$ cat config.mk
export PLATFORM = sky130hd
export DESIGN_NAME = core_axi_lite_master
export DESIGN_NICKNAME = d
export VERILOG_FILES = /design/src/rtl/axi_lite_pkg.sv /design/src/rtl/core_axi_lite_master.sv
export SDC_FILE = /design/constraint.sdc
export NUM_CORES = 1
export LEC_CHECK = 0
export BUFFER_PORTS_ARGS = -buffer_cell sky130_fd_sc_hd__buf_2
export CAP_MARGIN = 20
export CORE_AREA = 5 5 186 188
export CTS_BUF_LIST = sky130_fd_sc_hd__clkbuf_4 sky130_fd_sc_hd__clkbuf_8 sky130_fd_sc_hd__clkbuf_16
export DETAILED_ROUTE_END_ITERATION = 10
export DIE_AREA = 0 0 191 193
export PLACE_DENSITY = 0.6
export RECOVER_POWER = 25
export SLEW_MARGIN = 20
export SYNTH_ARGS = -nofsm -noshare
export SYNTH_HDL_FRONTEND = slang
export SYNTH_SLANG_ARGS = --single-unit
$ cat constraint.sdc
create_clock -name clk -period 2.2 [get_ports clk]
set_input_delay 0 -clock clk [delete_from_list [all_inputs] [get_ports clk]]
set_output_delay 0 -clock clk [all_outputs]
set_load 0.005 [all_outputs]
$ cat src/rtl/axi_lite_pkg.sv
// Shared AXI-lite definitions: response codes and master FSM state encoding.
package axi_lite_pkg;

    // AXI response codes carried on BRESP / RRESP
    typedef enum logic [1:0] {
        OKAY   = 2'd0,
        EXOKAY = 2'd1,
        SLVERR = 2'd2,
        DECERR = 2'd3
    } axi_resp_e;

    // Master transaction FSM; one transaction in flight at a time
    typedef enum logic [2:0] {
        IDLE  = 3'd0,
        WADDR = 3'd1,
        WRESP = 3'd2,
        RADDR = 3'd3,
        RDATA = 3'd4,
        RESP  = 3'd5
    } state_e;

    // True for any response other than OKAY
    function automatic logic resp_is_err(input logic [1:0] resp);
        return axi_resp_e'(resp) != OKAY;
    endfunction

endpackage

$ cat src/rtl/core_axi_lite_master.sv
// Core-side request/response port bridged to a single-outstanding AXI-lite
// master. Requests are latched on acceptance and replayed unmodified onto the
// bus; the response is held until the core takes it.
module core_axi_lite_master
    import axi_lite_pkg::*;
#(
    parameter int C_M_AXI_ADDR_WIDTH = 64,
    parameter int C_M_AXI_DATA_WIDTH = 64   // 32 or 64
) (
    input  logic                            clk,
    input  logic                            rstn,
    // core request
    input  logic                            req_valid,
    output logic                            req_ready,
    input  logic                            req_we,
    input  logic [C_M_AXI_ADDR_WIDTH-1:0]   req_addr,
    input  logic [C_M_AXI_DATA_WIDTH-1:0]   req_wdata,
    input  logic [C_M_AXI_DATA_WIDTH/8-1:0] req_wstrb,
    // core response
    output logic                            resp_valid,
    input  logic                            resp_ready,
    output logic [C_M_AXI_DATA_WIDTH-1:0]   resp_rdata,
    output logic                            resp_err,
    // AW
    output logic [C_M_AXI_ADDR_WIDTH-1:0]   m_awaddr,
    output logic                            m_awvalid,
    input  logic                            m_awready,
    // W
    output logic [C_M_AXI_DATA_WIDTH-1:0]   m_wdata,
    output logic [C_M_AXI_DATA_WIDTH/8-1:0] m_wstrb,
    output logic                            m_wvalid,
    input  logic                            m_wready,
    // B
    input  logic [1:0]                      m_bresp,
    input  logic                            m_bvalid,
    output logic                            m_bready,
    // AR
    output logic [C_M_AXI_ADDR_WIDTH-1:0]   m_araddr,
    output logic                            m_arvalid,
    input  logic                            m_arready,
    // R
    input  logic [C_M_AXI_DATA_WIDTH-1:0]   m_rdata,
    input  logic [1:0]                      m_rresp,
    input  logic                            m_rvalid,
    output logic                            m_rready
);

    localparam int AW = C_M_AXI_ADDR_WIDTH;
    localparam int DW = C_M_AXI_DATA_WIDTH;
    localparam int SW = DW / 8;

    state_e          r_state;
    logic            r_req_ready;
    logic            r_we;
    logic [AW-1:0]   r_addr;
    logic [DW-1:0]   r_wdata;
    logic [SW-1:0]   r_wstrb;
    logic            r_awvalid;
    logic            r_wvalid;
    logic            r_bready;
    logic            r_arvalid;
    logic            r_rready;
    logic            r_resp_valid;
    logic            r_resp_err;
    logic [DW-1:0]   r_rdata;

    // Handshake on each write channel completes in this cycle (or already did)
    logic            w_aw_done;
    logic            w_w_done;

    assign w_aw_done = !r_awvalid || m_awready;
    assign w_w_done  = !r_wvalid  || m_wready;

    // Transaction FSM; every output it owns is a flop so nothing glitches on the bus
    always_ff @(posedge clk or negedge rstn) begin
        if (!rstn) begin
            r_state      <= IDLE;
            r_req_ready  <= 1'b0;
            r_we         <= 1'b0;
            r_addr       <= '0;
            r_wdata      <= '0;
            r_wstrb      <= '0;
            r_awvalid    <= 1'b0;
            r_wvalid     <= 1'b0;
            r_bready     <= 1'b0;
            r_arvalid    <= 1'b0;
            r_rready     <= 1'b0;
            r_resp_valid <= 1'b0;
            r_resp_err   <= 1'b0;
            r_rdata      <= '0;
        end else begin
            case (r_state)
                IDLE: begin
                    // ready comes up one cycle after reset release
                    r_req_ready <= 1'b1;
                    if (req_valid && r_req_ready) begin
                        r_req_ready <= 1'b0;
                        r_we        <= req_we;
                        r_addr      <= req_addr;
                        r_wdata     <= req_wdata;
                        r_wstrb     <= req_wstrb;
                        if (req_we) begin
                            r_awvalid <= 1'b1;
                            r_wvalid  <= 1'b1;
                            r_state   <= WADDR;
                        end else begin
                            r_arvalid <= 1'b1;
                            r_state   <= RADDR;
                        end
                    end
                end
                WADDR: begin
                    // AW and W retire independently, in any order
                    if (m_awready) r_awvalid <= 1'b0;
                    if (m_wready)  r_wvalid  <= 1'b0;
                    if (w_aw_done && w_w_done) begin
                        r_bready <= 1'b1;
                        r_state  <= WRESP;
                    end
                end
                WRESP: begin
                    if (m_bvalid) begin
                        r_bready     <= 1'b0;
                        r_resp_err   <= resp_is_err(m_bresp);
                        r_resp_valid <= 1'b1;
                        r_state      <= RESP;
                    end
                end
                RADDR: begin
                    if (m_arready) begin
                        r_arvalid <= 1'b0;
                        r_rready  <= 1'b1;
                        r_state   <= RDATA;
                    end
                end
                RDATA: begin
                    // data is forwarded even when the slave flags an error
                    if (m_rvalid) begin
                        r_rready     <= 1'b0;
                        r_rdata      <= m_rdata;
                        r_resp_err   <= resp_is_err(m_rresp);
                        r_resp_valid <= 1'b1;
                        r_state      <= RESP;
                    end
                end
                RESP: begin
                    // req_ready rises only next cycle, so no back-to-back accept
                    if (resp_ready) begin
                        r_resp_valid <= 1'b0;
                        r_req_ready  <= 1'b1;
                        r_state      <= IDLE;
                    end
                end
                default: begin
                    r_state <= IDLE;
                end
            endcase
        end
    end

    assign req_ready  = r_req_ready;
    assign resp_valid = r_resp_valid;
    assign resp_err   = r_resp_err;
    // writes return zero data; read data register is left untouched by writes
    assign resp_rdata = r_we ? '0 : r_rdata;

    assign m_awaddr   = r_addr;
    assign m_awvalid  = r_awvalid;
    assign m_wdata    = r_wdata;
    assign m_wstrb    = r_wstrb;
    assign m_wvalid   = r_wvalid;
    assign m_bready   = r_bready;
    assign m_araddr   = r_addr;
    assign m_arvalid  = r_arvalid;
    assign m_rready   = r_rready;

endmodule
==> impl_results.md <==
* Final TNS setup at 0 ps
* Die H at 193 um
* CTS tree: done
* Share of total power in the clock network at 22.0%
* Ranking of synthesized cells by area: dfrtp_1 (59%), mux2_2 (23%), buf_4 (6.1%)
* Clock latency on the worst-skew pair at 520 ps
* Met2 usage at 27.51%
* CP Capture Type: flip-flop
* Critical path arrival at 2460 ps
* Worst-path fanout max at 16
* Post-CTS Setup Repair Bufs at 0
* Commonest non-fill, non-tap cell in the layout: buf_2
* Initial antenna violation count at 0
* Clock tree root buffer cell: clkbuf_16
* Routability-driven placement congestion ratio at 0.7633
* HP Class: in -> reg
* Number of flops mapped to enable cells by yosys at 0
* Number of buffers inserted by hold repair at cts at 217
* Slew Viols, Final at 0
* Status: complete, no violations
* Critical Path Start Type: flip-flop
* Core Region at 32950 um^2
* Cell taking the most area after synthesis: dfrtp_1
* RSZ-0062 raised after global routing: no
* Slew @ Worst Pin at 1144 ps
* Total Routing Usage GR at 14.92%
* Max-cap viol count at 0
* Achievable Freq at 482.4 MHz
* Layout area overhead at 61.80%
* Combinational fraction of design power at 40.3%
* Crit path kind: reg -> reg
* First-pass GRT wire length at 44060 um
* Final #Nets at 1502
* Pre-antenna DRT Iters at 4
* Yosys top cell area share at 58.79%
* DP Wirelength at 20140 um
* Number of port buffers at 485
* Pleak at 7.034 nW
* Hold path depth at 3
* Clk_skew at 13.31 ps
* Synth cell types at 33
* Synthesized area at 9024 um^2
* Initial Utilization at 27.39%
* Slew Limit Headroom at 23.75%
* Register share of total power at 37.8%
* Fin crit share at 94.23%
* Max clock buf depth at 3
* Die W at 191 um
* Total CTS buffers at 25
* Synthesis Warnings at 0
* Power per Cell Area at 1304 nW/um^2
* Min Tclk post-route at 2073 ps
* Grt met1 use at 17.24%
* Net Switching at 6.107 mW
* Commonest non-fill, non-tap cells in the layout: buf_2 (484), dlygate4sd3_1 (217), dfrtp_1 (211), mux2_2 (186), nor2b_1 (66)
* Worst hold margin at 239.2 ps
* Drt drc at 0
* Internal at 12.93 mW
* Switching Share at 32.08%
* Sequential fraction of the synthesis area at 58.79%
* Syn Nets at 847
* Via density at 4.215
* Top_reg_cell synth: dfrtp_1
* Post-cts resize count at 0
* Final Hold Viols at 0
* GRT overflow at 0
* Die area at 36860 um^2
* Setup violators final at 0
* Final WL at 29090 um
* Design Area, Final at 14600 um^2
* Drt wl/cell at 16.59 um
* Worst Reg-to-Reg Cells at 6
* Via count at 7389
* Busiest layer in global routing: met2
* Avg Inst Size Synth at 14.26 um^2
* Total placed instance area at 11630 um^2
* Total power at 19.04 mW
* Post-synthesis async set-or-reset flop share at 100.0%
* VDD IR max at 0.7236 mV
* H-tree level count at 1
* Clock sink count at 212
* Post-Synthesis Cells at 633
* Met3 Track Usage GR at 3.313%
* CP required at 2590 ps
* DRT iter0 DRCs at 206
* Vias in the first global route at 8035
* Pin count of the biggest net entering global routing at 82
* Diode count at 0
* ANT nets after route at 0
* Proportion of layout cells with a drive suffix above 1 at 56.48%
* Clock slew at reported path FFs at 60 ps
* Core Rows at 67
* I/O pin total at 486
* Synth Register Bits at 212
## worst max-delay path, stage by stage, from the launching register on
cell	delay, ps
dfrtp_1	490
buf_4	260
nor2_1	110
a211oi_1	220
dlygate4sd3_1	570
a31oi_1	40
mux2_2	270
## per-layer routing
metal,wire length [um],share of wire (%)
met5,0,0
met4,893,3.1
met3,1942,6.7
met2,15310,53
met1,10940,38
## per-stage QoR
step	utilization (%)	std cells	setup slack (ps)
6_report	44.32	1753	127.0
5_1_grt	44.32	1753	17.86
4_1_cts	44.45	1753	117.9
3_5_place_dp	35.32	1492	303.3
3_3_place_gp	35.32	1492	324.7
2_1_floorplan	-	633	567.9
## power by group through the flow
stage / registers [mW] / clock network (mW) / logic (mW)
after CTS: 7.15 / 4.34 / 7.71
after global placement: 7.12 / 0 / 7.23
after detailed placement: 7.19 / 0 / 7.33
final: 7.19 / 4.19 / 7.66
after floorplan: 7.02 / 0 / 4.41
after global routing: 7.48 / 4.50 / 8.32
## Yosys cell counts (2+ instances only)
cell type and instances:
clkbuf_1 8, a31oi_1 4, dfrtp_1 212, nand2b_1 2, nand2_1 8, inv_1 7, buf_4 73, mux2_2 186
buf_2 8, nor2_1 5, a41oi_1 2, nand3_1 2, nor2b_1 66, nand3b_1 2, o21ai_0 4, buf_6 6
mux2_1 16, a21oi_1 7
## registers in the layout (all words and copies together), names as in the netlist, 3 cells and up
name	cells
m_araddr	64
m_wstrb	8
r_state	3
r_rdata	64
m_wdata	64
## area by class of cell
| cell class | count | area (um^2) |
|---|---|---|
| clock buffers | 37 | 753.2 |
| clock inverters | 7 | 85.08 |
| fillers | 3001 | 18350 |
| inverters | 7 | 26.28 |
| multi-input cells | 318 | 3003 |
| flip-flops and latches | 212 | 5306 |
| well taps | 448 | 560.5 |
| repair buffers | 724 | 4866 |
## worst paths after layout
path	from	end	slack, ps
max in group asynchronous	rstn	r_rdata[55]	420
hold reg to reg	r_rdata[56]	r_rdata[56]	480
hold / removal	m_rdata[14]	r_rdata[14]	240
setup reg to reg	r_state[0]	resp_err	130
setup / recovery	r_state[0]	resp_err	130
min in group asynchronous	rstn	m_wdata[22]	330
## cells by family (layout without fill, tap and decap cells)
logic type,Yosys count,in the layout,synth area share (%)
compound gates,26,26,1.844
mux,203,203,25.32
buf+inv,103,775,7.931
simple gates,89,89,6.115
flops,212,212,58.79
No activity file was read; power rests on OpenSTA's default activity.
